`config.mk`:
```
export PLATFORM = sky130hd
export DESIGN_NAME = tile_pixel_serializer
export DESIGN_NICKNAME = d
export VERILOG_FILES = /design/src/rtl/tile_pixel_serializer.sv
export SDC_FILE = /design/constraint.sdc
export NUM_CORES = 1
export LEC_CHECK = 0
export BUFFER_PORTS_ARGS = -buffer_cell sky130_fd_sc_hd__buf_2
export CAP_MARGIN = 20
export CORE_MARGIN = 8
export CORE_UTILIZATION = 30
export DETAILED_ROUTE_END_ITERATION = 8
export PLACE_DENSITY_LB_ADDON = 0.3
export SLEW_MARGIN = 20
export SYNTH_ARGS = -nofsm -noshare
export SYNTH_HDL_FRONTEND = slang
export SYNTH_SLANG_ARGS = --single-unit
```
`constraint.sdc`:
```
create_clock -name clk -period 2.2 [get_ports clk]
set_input_delay 0.44 -clock clk [delete_from_list [all_inputs] [get_ports clk]]
set_output_delay 0.44 -clock clk [all_outputs]
set_load 0.01 [all_outputs]
```
`src/rtl/tile_pixel_serializer.sv`:
```
// Multi-plane pixel serializer for the tile/sprite video path.
// Takes PLANES bitplanes of WIDTH bits through a one-entry load buffer, then emits one
// PLANES-bit pixel per clock-enable. Consecutive words play with no gap, and each word
// carries its own horizontal flip.
module tile_pixel_serializer #(
  parameter int unsigned PLANES = 2,
  parameter int unsigned WIDTH  = 8
) (
  input  logic                      clk,
  input  logic                      n_clr,
  input  logic                      cen_i,
  input  logic                      flush_i,
  input  logic                      ld_valid_i,
  output logic                      ld_ready_o,
  input  logic [PLANES*WIDTH-1:0]   ld_data_i,
  input  logic                      ld_flip_i,
  output logic [PLANES-1:0]         pix_o,
  output logic                      pix_valid_o,
  output logic                      underflow_o
);

  localparam int unsigned DataW = PLANES * WIDTH;
  localparam int unsigned CntW  = $clog2(WIDTH);
  localparam logic [CntW-1:0] CntLast = CntW'(WIDTH - 1);

  logic [DataW-1:0] buf_data_q, buf_data_d;
  logic             buf_flip_q, buf_flip_d;
  logic             buf_full_q, buf_full_d;
  logic [DataW-1:0] sr_q, sr_d;
  logic             flip_q, flip_d;
  logic [CntW-1:0]  cnt_q, cnt_d;
  logic             active_q, active_d;
  logic             underflow_q, underflow_d;

  logic [DataW-1:0] sr_shift;
  logic             last_pix;
  logic             do_xfer;

  assign last_pix = active_q && (cnt_q == CntLast);
  // Refill on the cen edge that ends the current word, so the next word follows with no gap.
  assign do_xfer  = cen_i && buf_full_q && (!active_q || last_pix);

  // Advance every plane by one pixel in the direction set by the word's flip.
  always_comb begin
    sr_shift = '0;
    for (int unsigned p = 0; p < PLANES; p++) begin
      if (flip_q) begin
        sr_shift[p*WIDTH +: WIDTH] = sr_q[p*WIDTH +: WIDTH] >> 1;
      end else begin
        sr_shift[p*WIDTH +: WIDTH] = sr_q[p*WIDTH +: WIDTH] << 1;
      end
    end
  end

  // Next state: flush wins, then buffer accept, then transfer, shift or end of word.
  always_comb begin
    buf_data_d  = buf_data_q;
    buf_flip_d  = buf_flip_q;
    buf_full_d  = buf_full_q;
    sr_d        = sr_q;
    flip_d      = flip_q;
    cnt_d       = cnt_q;
    active_d    = active_q;
    underflow_d = 1'b0;

    if (flush_i) begin
      buf_full_d = 1'b0;
      active_d   = 1'b0;
      sr_d       = '0;
      cnt_d      = '0;
    end else begin
      // The buffer accepts regardless of cen.
      if (ld_valid_i && !buf_full_q) begin
        buf_data_d = ld_data_i;
        buf_flip_d = ld_flip_i;
        buf_full_d = 1'b1;
      end

      if (do_xfer) begin
        sr_d       = buf_data_q;
        flip_d     = buf_flip_q;
        cnt_d      = '0;
        active_d   = 1'b1;
        buf_full_d = 1'b0;
      end else if (cen_i && active_q) begin
        if (last_pix) begin
          // The word ended and nothing is waiting behind it.
          active_d    = 1'b0;
          sr_d        = '0;
          underflow_d = 1'b1;
        end else begin
          sr_d  = sr_shift;
          cnt_d = cnt_q + 1'b1;
        end
      end
    end
  end

  // State registers with asynchronous active-low clear.
  always_ff @(posedge clk or negedge n_clr) begin
    if (!n_clr) begin
      buf_data_q  <= '0;
      buf_flip_q  <= 1'b0;
      buf_full_q  <= 1'b0;
      sr_q        <= '0;
      flip_q      <= 1'b0;
      cnt_q       <= '0;
      active_q    <= 1'b0;
      underflow_q <= 1'b0;
    end else begin
      buf_data_q  <= buf_data_d;
      buf_flip_q  <= buf_flip_d;
      buf_full_q  <= buf_full_d;
      sr_q        <= sr_d;
      flip_q      <= flip_d;
      cnt_q       <= cnt_d;
      active_q    <= active_d;
      underflow_q <= underflow_d;
    end
  end

  // The pixel is taken from the outgoing end of each plane, so it follows the word's flip.
  always_comb begin
    pix_o = '0;
    for (int unsigned p = 0; p < PLANES; p++) begin
      pix_o[p] = flip_q ? sr_q[p*WIDTH] : sr_q[p*WIDTH + WIDTH - 1];
    end
  end

  assign pix_valid_o = active_q;
  assign underflow_o = underflow_q;
  assign ld_ready_o  = !buf_full_q;

endmodule

```
After elaboration in Yosys (flattened, before gate mapping)
Cells that the tools add are included.
- add/subtract/negate cells: 1
- equal/unequal tests: 2
- muxes and demuxes: 23
- bitwise logic cells: 1
- reduce and logical (&&, ||, !) cells: 15
- operators with widths (kind ; count):
    16-bit 2-to-1 mux ; 4
    8-bit 2-to-1 mux ; 2
    1-bit 2-to-1 mux ; 13
    3-bit 2-to-1 mux ; 4
    3-bit nonzero test ; 3
    2-bit AND reduction ; 4
    1-bit logical AND ; 5
    3-bit by 1-bit adder with 3-bit output (second input constant) ; 1
    3-bit equality test (second input constant) ; 1
    3-bit by 2-bit inequality test with 1-bit output (second input constant) ; 1
    1-bit logical NOT ; 2
    1-bit logical OR ; 1
    1-bit NOT ; 1
- register bits after elaboration: 40
- input port bits: 22
- output and inout port bits: 5
- word-level logic and storage cells: 50

Depth between registers and ports, before layout
- depth in word-level cells: 6
- gate-level depth with buffers: 7
- gate-level depth less buffers: 5

Worst setup path after synthesis
Ideal clock, no wire load.
- path kind: register to register
- from: register cnt_q[0]
- to: register sr_q[10]
- setup time: 0.082 ns
- arrival: 1.546 ns
- data required time: 2.118 ns
- path slack: 0.572 ns
- stages on the path, launching flop included: 7
- path buffers: 1
- clock period less this slack: 1.628 ns
- path through: dfrtp_1 -> ha_1 -> ha_1 -> a21oi_2 -> buf_2 -> nand3_1 -> a31oi_1
- longest elaborated chain between the ends: 6
- elaborated cells on any way between the ends: 9
- classes of those cells: 1 x eq/ne; 4 x mux; 4 x reduce/logical
- ends and longest elaborated chain (item ; RTL line ; text):
    start, declared ; 31 ; logic [CntW-1:0] cnt_q, cnt_d;
    start signal, assigned ; 116 ; cnt_q <= cnt_d;
    3-bit equality test (*) ; 39 ; assign last_pix = active_q && (cnt_q == CntLast);
    1-bit logical AND (*) ; 39 ;
    16-bit 2-to-1 mux / 1-bit logical OR (equally long branches) ; 86, 41 ;
    16-bit 2-to-1 mux / 1-bit logical AND (equally long branches) ; 85, 41 ;
    16-bit 2-to-1 mux ; 79 ; if (do_xfer) begin
    16-bit 2-to-1 mux ; 66 ; if (flush_i) begin
    end signal, assigned ; 114 ; sr_q <= sr_d;
    end, declared ; 29 ; logic [DataW-1:0] sr_q, sr_d;
Mark *: on every way between the ends. The rest lies on a longest branch, timed or not. The select of a mux whose other input is x is not followed.
A chain may end at the register's enable or synchronous reset.

Worst setup path after layout
- from: register flip_q
- to: output pix_o[0]
- longest elaborated chain between the ends: 1
- ends and longest elaborated chain (item ; RTL line ; text):
    start, declared ; 30 ; logic flip_q, flip_d;
    start signal, assigned ; 115 ; flip_q <= flip_d;
    1-bit 2-to-1 mux ; 126 ; pix_o[p] = flip_q ? sr_q[p*WIDTH] : sr_q[p*WIDTH + WIDTH - 1];
    end, declared ; 17 ; output logic [PLANES-1:0] pix_o,
No other way between the ends.

==> metrics.yaml <==
status: "completed"
syn_inst: 185
path_clk_slew_ns: 0.07
cts_resized: 0
finalSetupTns_ns: 0
synthArstFlopShare_pct: 100
antenna_found_initial: 0
cpPeakStageDelay_ns: 0.50
gp_congestion: 0.776
cts_made_buffers: 5
reg2regPathDepth: 5
clockBufferDepth: 2
skew_ns: 0.00288
port_buffers: 26
maxCapViolCount: 0
path_class: "reg2out"
powerDensity_mw_per_mm2: 840
cp_slowest_cell: "dfrtp_1"
static-leakage-power_nw: 0.972
synth_edf_count: 0
dp_hpwl_um: 3120
period_share_pct: 79.6
r2r_start: "cnt_q[0]$_DFFE_PN0P_"
overflow: 0
hold_ws_ns: 0.206
worstPathMaxFanout: 7
finalNetCount: 232
synth_xor_area_share_pct: 0
cts_root_buffer: "clkbuf_8"
ir_drop_mv: 0.464
final_common_cell: "dfrtp_1"
synth_top_family_by_area: "multiplexers"
gr-usage-all-layers_pct: 10.1
num_vias: 1571
clock.fmax_mhz: 571
cp-endpoint: "pix_o[0]"
synth-simple-area-share_pct: 17.3
maxSlewViolCount: 0
synth.area.mux_share_pct: 17.4
grt_pass1_wl_um: 8110
arrival_ns: 1.31
crit_start: "flip_q$_DFFE_PN0P_"
r2r_end: "cnt_q[0]$_DFFE_PN0P_"
die_w_um: 99.1
rsz0062_at_grt: "false"
worstPathRequired_ns: 1.76
final_cell_mix: "dfrtp_1 (40), mux2_2 (32), buf_2 (26)"
relSlewSlack_pct: 65.4
postCtsHoldBufs: 0
cts_tree: "built"
antenna_cells: 0
setup_violations: 0
ys.warnings.count: 0
final_cell_area_mm2: 0.00235
hp-class: "in2async"
ios: 27
final_layout_size_suffix_gt1_share_pct: 37.5
synth_area_mm2: 0.00207
drt_wl_total_um: 4690
postRouteAntennaNets: 0
grt_pass1_vias: 1642
ys.flop_type: "dfrtp_1"
area_growth_pct: 13.4
h-tree-depth: 2
initial_core_util_pct: 30.6
drcViolationCount: 0
period_needed_ns: 1.75
syn_area_per_cell_um2: 11.2
post_cts_buffers: 0
fillers: 708
grt_max_degree: 41
core_area_mm2: 0.00676
drt_iter0_drc: 133
worst_pin_slew_ns: 0.519
dieArea_mm2: 0.00982
vias_per_cell: 5.45
ys_seq_area_share_pct: 48.3
routedWlPerCell_um: 16.3
critPathLaunchType: "flop"
firstDrtPassIters: 4
synth_compound_area_share_pct: 8.88
clk_latency_ns: 0.28
die_h_um: 99.1
crit_path_cell_trace: "mux2_2, buf_2"
end_kind: "output pin"
row_count: 30
syn_nets: 209
ys_types: 30
finalHoldViolCount: 0
rrSetupSlack_ns: 0.57
synth_fa_ha_area_share_pct: 1.21
cts.sinks: 40
placed_cell_area_mm2: 0.00225
ys_seq_elements: 40
## worst min path at each step
stage                                 to  slack [ns]
2_1_floorplan  buf_data_q[0]$_DFFE_PN0P_        0.14
3_3_place_gp   buf_data_q[7]$_DFFE_PN0P_        0.49
3_5_place_dp   buf_data_q[2]$_DFFE_PN0P_        0.50
4_1_cts             cnt_q[0]$_DFFE_PN0P_        0.22
5_1_grt             cnt_q[0]$_DFFE_PN0P_        0.25
6_report            cnt_q[0]$_DFFE_PN0P_        0.21
## worst max-delay path: cells and delay by family, from the launching register on
kind | cells | cell delay, ns
buf+inv | 1 | 0.15
flops | 1 | 0.50
mux | 1 | 0.38
## layout make-up
cell class                 instances  area, um2  share of cell area (%)
tap                               80        100                    4.26
inverter                           5       18.8                   0.799
clock buffer                       7       96.3                    4.10
timing repair buffer              36        205                    8.74
sequential                        40       1000                    42.6
multi-input combinational        120        927                    39.5
## state kept, by name, summed over array words and instances, names as in the netlist
name         cells
sr_q            16
pix_valid_o      1
buf_flip_q       1
flip_q           1
buf_full_q       1
cnt_q            3
underflow_o      1
buf_data_q      16
## stage by stage
step	utilization, %	worst slack [ns]	total power [mW]	instances
floorplan	-	0.572	1.34	185
global placement	33.3	0.592	1.47	281
detailed placement	33.3	0.572	1.48	281
CTS	34.8	0.442	2.00	288
global route	34.8	0.377	2.10	288
finish	34.8	0.448	1.97	288
## power breakdown
group / internal (mW) / switching (mW) / leakage [nW]
registers: 0.863 / 0.109 / 0.490
logic: 0.273 / 0.214 / 0.432
clock network: 0.279 / 0.234 / 0.0503
total: 1.42 / 0.557 / 0.972
## synth_stat cells (2+ instances only)
master | instances | area [um2]
nand4_1 | 20 | 125
clkbuf_1 | 5 | 18.8
nand3_1 | 14 | 70.1
buf_2 | 8 | 40.0
buf_6 | 5 | 56.3
nand4b_1 | 2 | 17.5
nand2_1 | 2 | 7.51
inv_1 | 5 | 18.8
mux2_2 | 32 | 360
dfrtp_1 | 40 | 1000
nor3_1 | 16 | 80.1
ha_1 | 2 | 25.0
a31oi_1 | 15 | 93.8
o31ai_1 | 3 | 22.5
## layer usage
metal  wire length, um  track usage, %
met5                 0               0
met3               165            1.62
met1              2270            13.7
met4                63            3.61
met2              2200            15.6
## cell families after synthesis
family                   after synthesis
AO/OA/AOI/OAI                         25
adder cells (fa/ha/maj)                2
buffers and inverters                 25
flip-flops                            40
multiplexers                          32
AND/OR/NAND/NOR                       61
No activity file was read; power rests on OpenSTA's default activity.
